[config.mk]
export PLATFORM = sky130hd
export DESIGN_NAME = frame_buffer_writer
export DESIGN_NICKNAME = d
export VERILOG_FILES = /design/src/rtl/frame_buffer_writer.sv
export SDC_FILE = /design/constraint.sdc
export NUM_CORES = 1
export LEC_CHECK = 0
export BUFFER_PORTS_ARGS = -buffer_cell sky130_fd_sc_hd__buf_2
export CAP_MARGIN = 20
export CORE_ASPECT_RATIO = 1.2
export CORE_MARGIN = 1
export CORE_UTILIZATION = 60
export CTS_BUF_LIST = sky130_fd_sc_hd__clkbuf_4
export DETAILED_ROUTE_END_ITERATION = 10
export PLACE_DENSITY = 0.89
export SYNTH_ARGS = -nofsm -noshare
export SYNTH_HDL_FRONTEND = slang
export SYNTH_SLANG_ARGS = --single-unit
[constraint.sdc]
create_clock -name CLOCK_50 -period 6.5 [get_ports CLOCK_50]
set_input_delay 0.325 -clock CLOCK_50 [delete_from_list [all_inputs] [get_ports CLOCK_50]]
set_output_delay 0.325 -clock CLOCK_50 [all_outputs]
set_load 0.005 [all_outputs]
[src/rtl/frame_buffer_writer.sv]
// Queues filtered sprite pixels into a small FIFO and drains them to the
// frame-buffer memory port, swapping front/back buffers once all pending writes land.
module frame_buffer_writer #(
    parameter int         FIFO_DEPTH  = 8,
    parameter logic [7:0] TRANSPARENT = 8'hE3,
    parameter int         FB_W        = 320,
    parameter int         FB_H        = 240
) (
    input  logic        CLOCK_50,
    input  logic        RESET_H,
    input  logic [7:0]  PIXEL_DIN,
    input  logic [8:0]  PIXEL_X,
    input  logic [8:0]  PIXEL_Y,
    input  logic        WE_IN,
    input  logic        SWAP_REQ,
    input  logic        MEM_ACK,
    output logic [17:0] MEM_ADDR,
    output logic [7:0]  MEM_DATA,
    output logic        MEM_WE,
    output logic        FRONT_SEL,
    output logic        SWAP_DONE,
    output logic        FULL,
    output logic        EMPTY,
    output logic        OVERFLOW
);

    localparam int           AW      = $clog2(FIFO_DEPTH);
    localparam int           EW      = 26;
    localparam logic [8:0]   FB_W9   = 9'(FB_W);
    localparam logic [8:0]   FB_H9   = 9'(FB_H);
    localparam logic [AW:0]  DEPTH_C = (AW + 1)'(FIFO_DEPTH);

    typedef enum logic [1:0] {IDLE, WRITE, SWAP} state_t;

    state_t         state_q, state_d;
    logic           stgValid_q;
    logic [16:0]    stgAddr_q;
    logic [7:0]     stgData_q;
    logic [EW-1:0]  fifoMem [FIFO_DEPTH];
    logic [AW-1:0]  wrPtr_q, rdPtr_q;
    logic [AW:0]    count_q, count_d;
    logic           frontSel_q, swapPend_q, swapPend_d, overflow_q;
    logic           pixelOk, fifoFull, fifoEmpty, pop, pushOk;
    logic [16:0]    offset;
    logic [EW-1:0]  head;

    assign pixelOk = WE_IN && (PIXEL_DIN != TRANSPARENT) &&
                     (PIXEL_X < FB_W9) && (PIXEL_Y < FB_H9);
    assign offset  = 17'(PIXEL_Y) * 17'(FB_W) + 17'(PIXEL_X);

    always_ff @(posedge CLOCK_50) begin
        if (RESET_H) begin
            stgValid_q <= 1'b0;
            stgAddr_q  <= '0;
            stgData_q  <= '0;
        end else begin
            stgValid_q <= pixelOk;
            if (pixelOk) begin
                stgAddr_q <= offset;
                stgData_q <= PIXEL_DIN;
            end
        end
    end

    assign fifoFull  = (count_q == DEPTH_C);
    assign fifoEmpty = (count_q == '0);
    assign pop       = (state_q == WRITE) && MEM_ACK;
    // A push into a full FIFO survives only if the head leaves in the same cycle.
    assign pushOk    = stgValid_q && (!fifoFull || pop);
    assign count_d   = count_q + {{AW{1'b0}}, pushOk} - {{AW{1'b0}}, pop};
    assign head      = fifoMem[rdPtr_q];

    always_ff @(posedge CLOCK_50) begin
        if (pushOk) begin
            fifoMem[wrPtr_q] <= {~frontSel_q, stgAddr_q, stgData_q};
        end
    end

    always_ff @(posedge CLOCK_50) begin
        if (RESET_H) begin
            wrPtr_q    <= '0;
            rdPtr_q    <= '0;
            count_q    <= '0;
            overflow_q <= 1'b0;
        end else begin
            count_q <= count_d;
            if (pushOk) wrPtr_q <= wrPtr_q + 1'b1;
            if (pop)    rdPtr_q <= rdPtr_q + 1'b1;
            if (stgValid_q && !pushOk) overflow_q <= 1'b1;
        end
    end

    // A request arriving during the swap cycle itself stays pending for the next frame.
    assign swapPend_d = SWAP_REQ || (swapPend_q && (state_q != SWAP));

    always_ff @(posedge CLOCK_50) begin
        if (RESET_H) begin
            state_q    <= IDLE;
            frontSel_q <= 1'b0;
            swapPend_q <= 1'b0;
        end else begin
            state_q    <= state_d;
            swapPend_q <= swapPend_d;
            if (state_q == SWAP) frontSel_q <= ~frontSel_q;
        end
    end

    always_comb begin
        state_d = state_q;
        case (state_q)
            IDLE: begin
                if (!fifoEmpty)
                    state_d = WRITE;
                else if (swapPend_q && !stgValid_q && !WE_IN)
                    state_d = SWAP;
            end
            WRITE: begin
                if (pop && (count_d == '0)) state_d = IDLE;
            end
            SWAP:    state_d = IDLE;
            default: state_d = IDLE;
        endcase
    end

    assign MEM_WE    = (state_q == WRITE);
    assign MEM_ADDR  = MEM_WE ? head[25:8] : 18'd0;
    assign MEM_DATA  = MEM_WE ? head[7:0]  : 8'd0;
    assign FRONT_SEL = frontSel_q;
    assign SWAP_DONE = (state_q == SWAP);
    assign FULL      = fifoFull;
    assign EMPTY     = fifoEmpty && !stgValid_q && (state_q == IDLE);
    assign OVERFLOW  = overflow_q;

endmodule

* After elaboration in Yosys (flattened, before gate mapping)
Memories as Yosys holds them, arrays and structs flattened. A register that Yosys moved wholly into a read port is not among the register bits.
Index checks and enable logic that the tools add are counted.
** Storage, ports and cells
- Memory bits (writable) :: 208
- Output and inout bits :: 32
- Input bits :: 31
- Bits in registers :: 41
- Logic and storage cells :: 59
- Memories :: 1
** Memories
- fifoMem :: depth 8, bits a word 26, rd ports 1, clocked after memory_dff 1, wr ports 1, line 39 : logic [EW-1:0] fifoMem [FIFO_DEPTH];
** Operators by class
- Muxes and demuxes :: 10
- Bitwise gates (word level) :: 1
- Equality and inequality tests :: 7
- Magnitude comparators :: 2
- $add $sub $neg :: 5
- Reduce and logical (&&, ||, !) cells :: 22
- Multipliers :: 1
** Operators with widths (number)
- $mux 18 :: 1
- $add 17x9->17 :: 1
- $logic_and 1x1->1 :: 12
- $mul 9x3->11 const B :: 1
- $lt 9x8->1 const B :: 1
- $lt 9x9->1 const B :: 1
- $logic_not 4->1 :: 2
- $mux 8 :: 1
- $ne 8x8->1 const B :: 1
- $add 3x1->3 const B :: 2
- $mux 2 :: 3
- $mux 3 :: 2
- $add 4x1->4 :: 1
- $eq 4x4->1 const B :: 1
- $logic_not 1->1 :: 4
- $pmux 2 s2 :: 1
- $sub 4x1->4 :: 1
- $ne 3x3->1 const B :: 1
- $eq 2x1->1 const B :: 1
- $eq 2x2->1 const B :: 1
- $logic_not 2->1 :: 1
- $logic_or 1x1->1 :: 2
- $mux 1 :: 2
- $ne 2x1->1 const B :: 1
- 3 further kinds :: 3

* Depth between registers and ports, before layout
- Depth in word-level cells :: 10
- Depth in mapped cells :: 13
- Depth with buffers taken out :: 12

* Worst setup path before layout
Ideal clock, no wire load.
- Path type :: register to register
- From :: register state_q[1]
- To :: memory fifoMem[0][0], enable pin
- Arrival time :: 3.613 ns
- Path buffers :: 1
- Setup slack :: 2.412 ns
- Data required time :: 6.025 ns
- Cell stages (with the launch flop) :: 8
- Library setup time :: 0.475 ns
- Cells stage by stage :: dfxtp_1 > nand2b_1 > buf_2 > inv_1 > nand2_1 > nand2_1 > nand2_1 > nor4_1
** Between the ends
- Cells in the longest elaborated chain, start to end :: 6
** Ends and longest elaborated chain
- start: declaration :: line 35 : state_t state_q, state_d;
- start signal: assignment :: line 102 : state_q <= state_d;
- $eq 2x1->1
- named net MEM_WE :: line 19 : output logic MEM_WE,
- $logic_and 1x1->1 :: line 67 : assign pop = (state_q == WRITE) && MEM_ACK;
- $logic_or 1x1->1 :: line 69 : assign pushOk = stgValid_q && (!fifoFull || pop);
- $logic_and 1x1->1 :: line 69
- $mux 1 :: line 74 : if (pushOk) begin
- $mux 1 (implied by the code) :: line 75 : fifoMem[wrPtr_q] <= {~frontSel_q, stgAddr_q, stgData_q};
- end: declaration :: line 39
The timed path passes the listed nets, and every way through them passes these cells.

* Final worst setup path
- From :: register state_q[1]
- To :: memory fifoMem[2][24], enable pin
** Between the ends
- Cells in the longest elaborated chain, start to end :: 6
** Ends and longest elaborated chain (line)
- $eq 2x1->1 :: 67
- $logic_and 1x1->1 :: 67
- $logic_or 1x1->1 :: 69
- $logic_and 1x1->1 :: 69
- $mux 1 :: 74
- $mux 1 (implied by the code) :: 75
No other way between the ends.

==> flow_metrics.env <==
export IMPL_outcome="finished, final reports clean"
export IMPL_ios=63
export IMPL_hold_class="input pin to flip-flop"
export IMPL_p_leak_nw=4.23
export IMPL_cap_violations=0
export IMPL_synth_ff_type="edfxtp_1"
export IMPL_fin_area_um2=11800
export IMPL_worstSetupEndpointType="flip-flop"
export IMPL_cp_common_cell="nand2_1"
export IMPL_slowest_delay_ps=810
export IMPL_period_needed_ps=3000
export IMPL_syn_instance_count=597
export IMPL_skew_ps=31.7
export IMPL_async_flop_share=0
export IMPL_ys_seq_elements=252
export IMPL_synth_area_leader_cell="edfxtp_1"
export IMPL_drc_errors=0
export IMPL_required_ps=6800
export IMPL_cts_htree_levels=2
export IMPL_wirelength_mm=21.0
export IMPL_grt_pass1_wl_mm=33.1
export IMPL_placed_area_um2=10900
export IMPL_p_seq_frac=0.503
export IMPL_grt_util_all_layers=0.251
export IMPL_synth_edf_count=208
export IMPL_io_buffers=62
export IMPL_cp_cell_sequence="nand2b_1 -> buf_4 -> inv_1 -> nand2_1 -> nand2_1 -> nand2_1 -> nor3_2 -> buf_4"
export IMPL_drv_slew=0
export IMPL_p_sw_frac=0.257
export IMPL_syn_area_um2=10300
export IMPL_relSlewSlack=0.313
export IMPL_yosysUniqueCellTypes=49
export IMPL_fin_crit_sh=0.461
export IMPL_final_core_util=0.702
export IMPL_irDropWorstVdd_mv=0.200
export IMPL_hold_viol=0
export IMPL_yosysMostFrequentCell="edfxtp_1"
export IMPL_crit_arrival_ps=3300
export IMPL_switchingPower_mw=0.938
export IMPL_finalSetupViolCount=0
export IMPL_yosys_area_top_type_share=0.606
export IMPL_first_pass_iters=5
export IMPL_avgSynthCellArea_um2=17.3
export IMPL_die_area_um2=17700
export IMPL_core_um2=16900
export IMPL_rsz0062_at_grt="false"
export IMPL_drt_initial_drc_count=486
export IMPL_cts_buffers=53
export IMPL_stdcell_count=975
export IMPL_synth_commonest_cells="edfxtp_1 (208), nor2_1 (71), mux4_2 (52)"
export IMPL_ant_nets=0
export IMPL_worst_r2r_cell_count=8
export IMPL_worst_path_max_delay_cell="nor3_2"
export IMPL_cts_clk_slew_worst_paths_ps=60
export IMPL_gp_congestion=0.795
export IMPL_mappedNetlistNets=655
export IMPL_grt_overflow=0
export IMPL_clkLatencyLatePin_ps=650
export IMPL_start_util=0.611
export IMPL_root_buffer="clkbuf_4"
export IMPL_clk_path_buf_depth=3
export IMPL_hpwl_mm=12.0
export IMPL_placedCellCount=860
export IMPL_power_frac_clock=0.335
export IMPL_clock_sinks=252
export IMPL_die_w_um=122
export IMPL_postCtsSetupRepairBufs=0
export IMPL_pwr_share_comb=0.162
export IMPL_area_growth_pct=14.8
export IMPL_ys_top_cells_by_area="edfxtp_1 (61%), mux4_2 (11%), dfxtp_1 (8.6%), mux2i_1 (4.1%), ha_1 (2.9%)"
export IMPL_viasPerCell=5.98
export IMPL_vias=5834
export IMPL_grt_max_degree=53
export IMPL_die_h_um=146
export IMPL_wl_per_cell_um=21.5
export IMPL_nets=775
export IMPL_worstSetupPathType="flip-flop to flip-flop"
export IMPL_layout_drive_gt1_share=0.313
export IMPL_holdPathStages=4
export IMPL_critPathMaxFanout=27
export IMPL_cts_tree="yes"
export IMPL_tns_ps=0
export IMPL_grt_pass1_vias=6164
export IMPL_critPathLaunchType="flip-flop"
export IMPL_rows=52
export IMPL_seq_area_frac_synth=0.692
export IMPL_antenna_found_initial=1
export IMPL_worst_pin_slew_ps=1030
export IMPL_fmax_mhz=333
export IMPL_power_density_nw_per_um2=309
export IMPL_yosysWarnings=0
export IMPL_internal_power_mw=2.72
sequential cells by signal, indices dropped and copies added (netlist names), named ones only:
register,count
stgAddr_q,17
wrPtr_q,3
OVERFLOW,1
stgData_q,8
fifoMem,208
state_q,2
FRONT_SEL,1
count_q,4
rdPtr_q,3
swapPend_q,1
stgValid_q,1
layout by cell type (no fill, tap or decap), types with 11 or more instances in the layout:
cell type / n
buf_2: 62
buf_4: 11
clkbuf_4: 88
dfxtp_1: 41
dlygate4sd3_1: 17
edfxtp_1: 208
ha_1: 24
inv_1: 11
mux2i_1: 42
mux4_2: 52
nand2_1: 12
nor2_1: 67
xor2_1: 12
final cells by class:
cell class,count,area (um^2)
sequential,252,7130
fill,986,5030
multi-input combinational,308,3060
clock buffer,88,661
timing repair buffer,91,591
tap,216,270
clock inverter,8,61.3
inverter,11,41.3
antenna,1,2.50
power by group through the flow:
stage	sequential [mW]	clock, mW	combinational (mW)
2_1_floorplan	1.84	0	0.433
3_3_place_gp	1.90	0	0.512
3_5_place_dp	1.91	0	0.539
4_1_cts	1.87	1.23	0.551
5_1_grt	1.85	1.32	0.644
6_report	1.84	1.22	0.593
through the flow:
step	power, mW	hold slack (ps)	setup WS, ps
after floorplan	2.27	415	2410
after global placement	2.41	443	3720
after detailed placement	2.45	465	3540
after CTS	3.65	123	3220
after global routing	3.81	124	3250
final	3.66	173	3500
repair_timing:
item	in CTS	in global routing
resized for setup	0	0
endpoints found under the setup margin	0	0
hold buffers	17	0
endpoints found under the hold margin	18	0
worst max-delay path, delay by kind of cell (launching register included):
family                 cells  cell delay [ps]
buffers and inverters      3              820
flip-flops                 1              330
AND/OR/NAND/NOR            5             1490
path summary, 6_finish.rpt:
| path | from | to | slack [ps] |
|---|---|---|---|
| worst max-delay path | state_q[1] | fifoMem[2][24] | 3500 |
| worst min-delay path | PIXEL_Y[0] | stgAddr_q[6] | 170 |
| worst max register to register | state_q[1] | fifoMem[2][24] | 3500 |
| worst min register to register | state_q[1] | state_q[0] | 480 |
kinds of logic after synthesis:
group                      synth area share
DFF                                   0.692
and+or+nand+nor                      0.0606
muxes                                 0.155
AOI/OAI and AO/OA                    0.0281
buffers and inverters                0.0145
adders and majority gates            0.0350
xor gates and xnor gates             0.0153
per-layer routing:
layer,part of all wire,vias to the layer above,track usage,wire (um)
met1,0.39,2869,0.327,8100
met5,0,-,0,0
met4,0.034,0,0.128,706
met3,0.074,61,0.0474,1550
met2,0.51,302,0.405,10700
li1,-,2602,-,-
No activity file was read; power rests on OpenSTA's default activity.
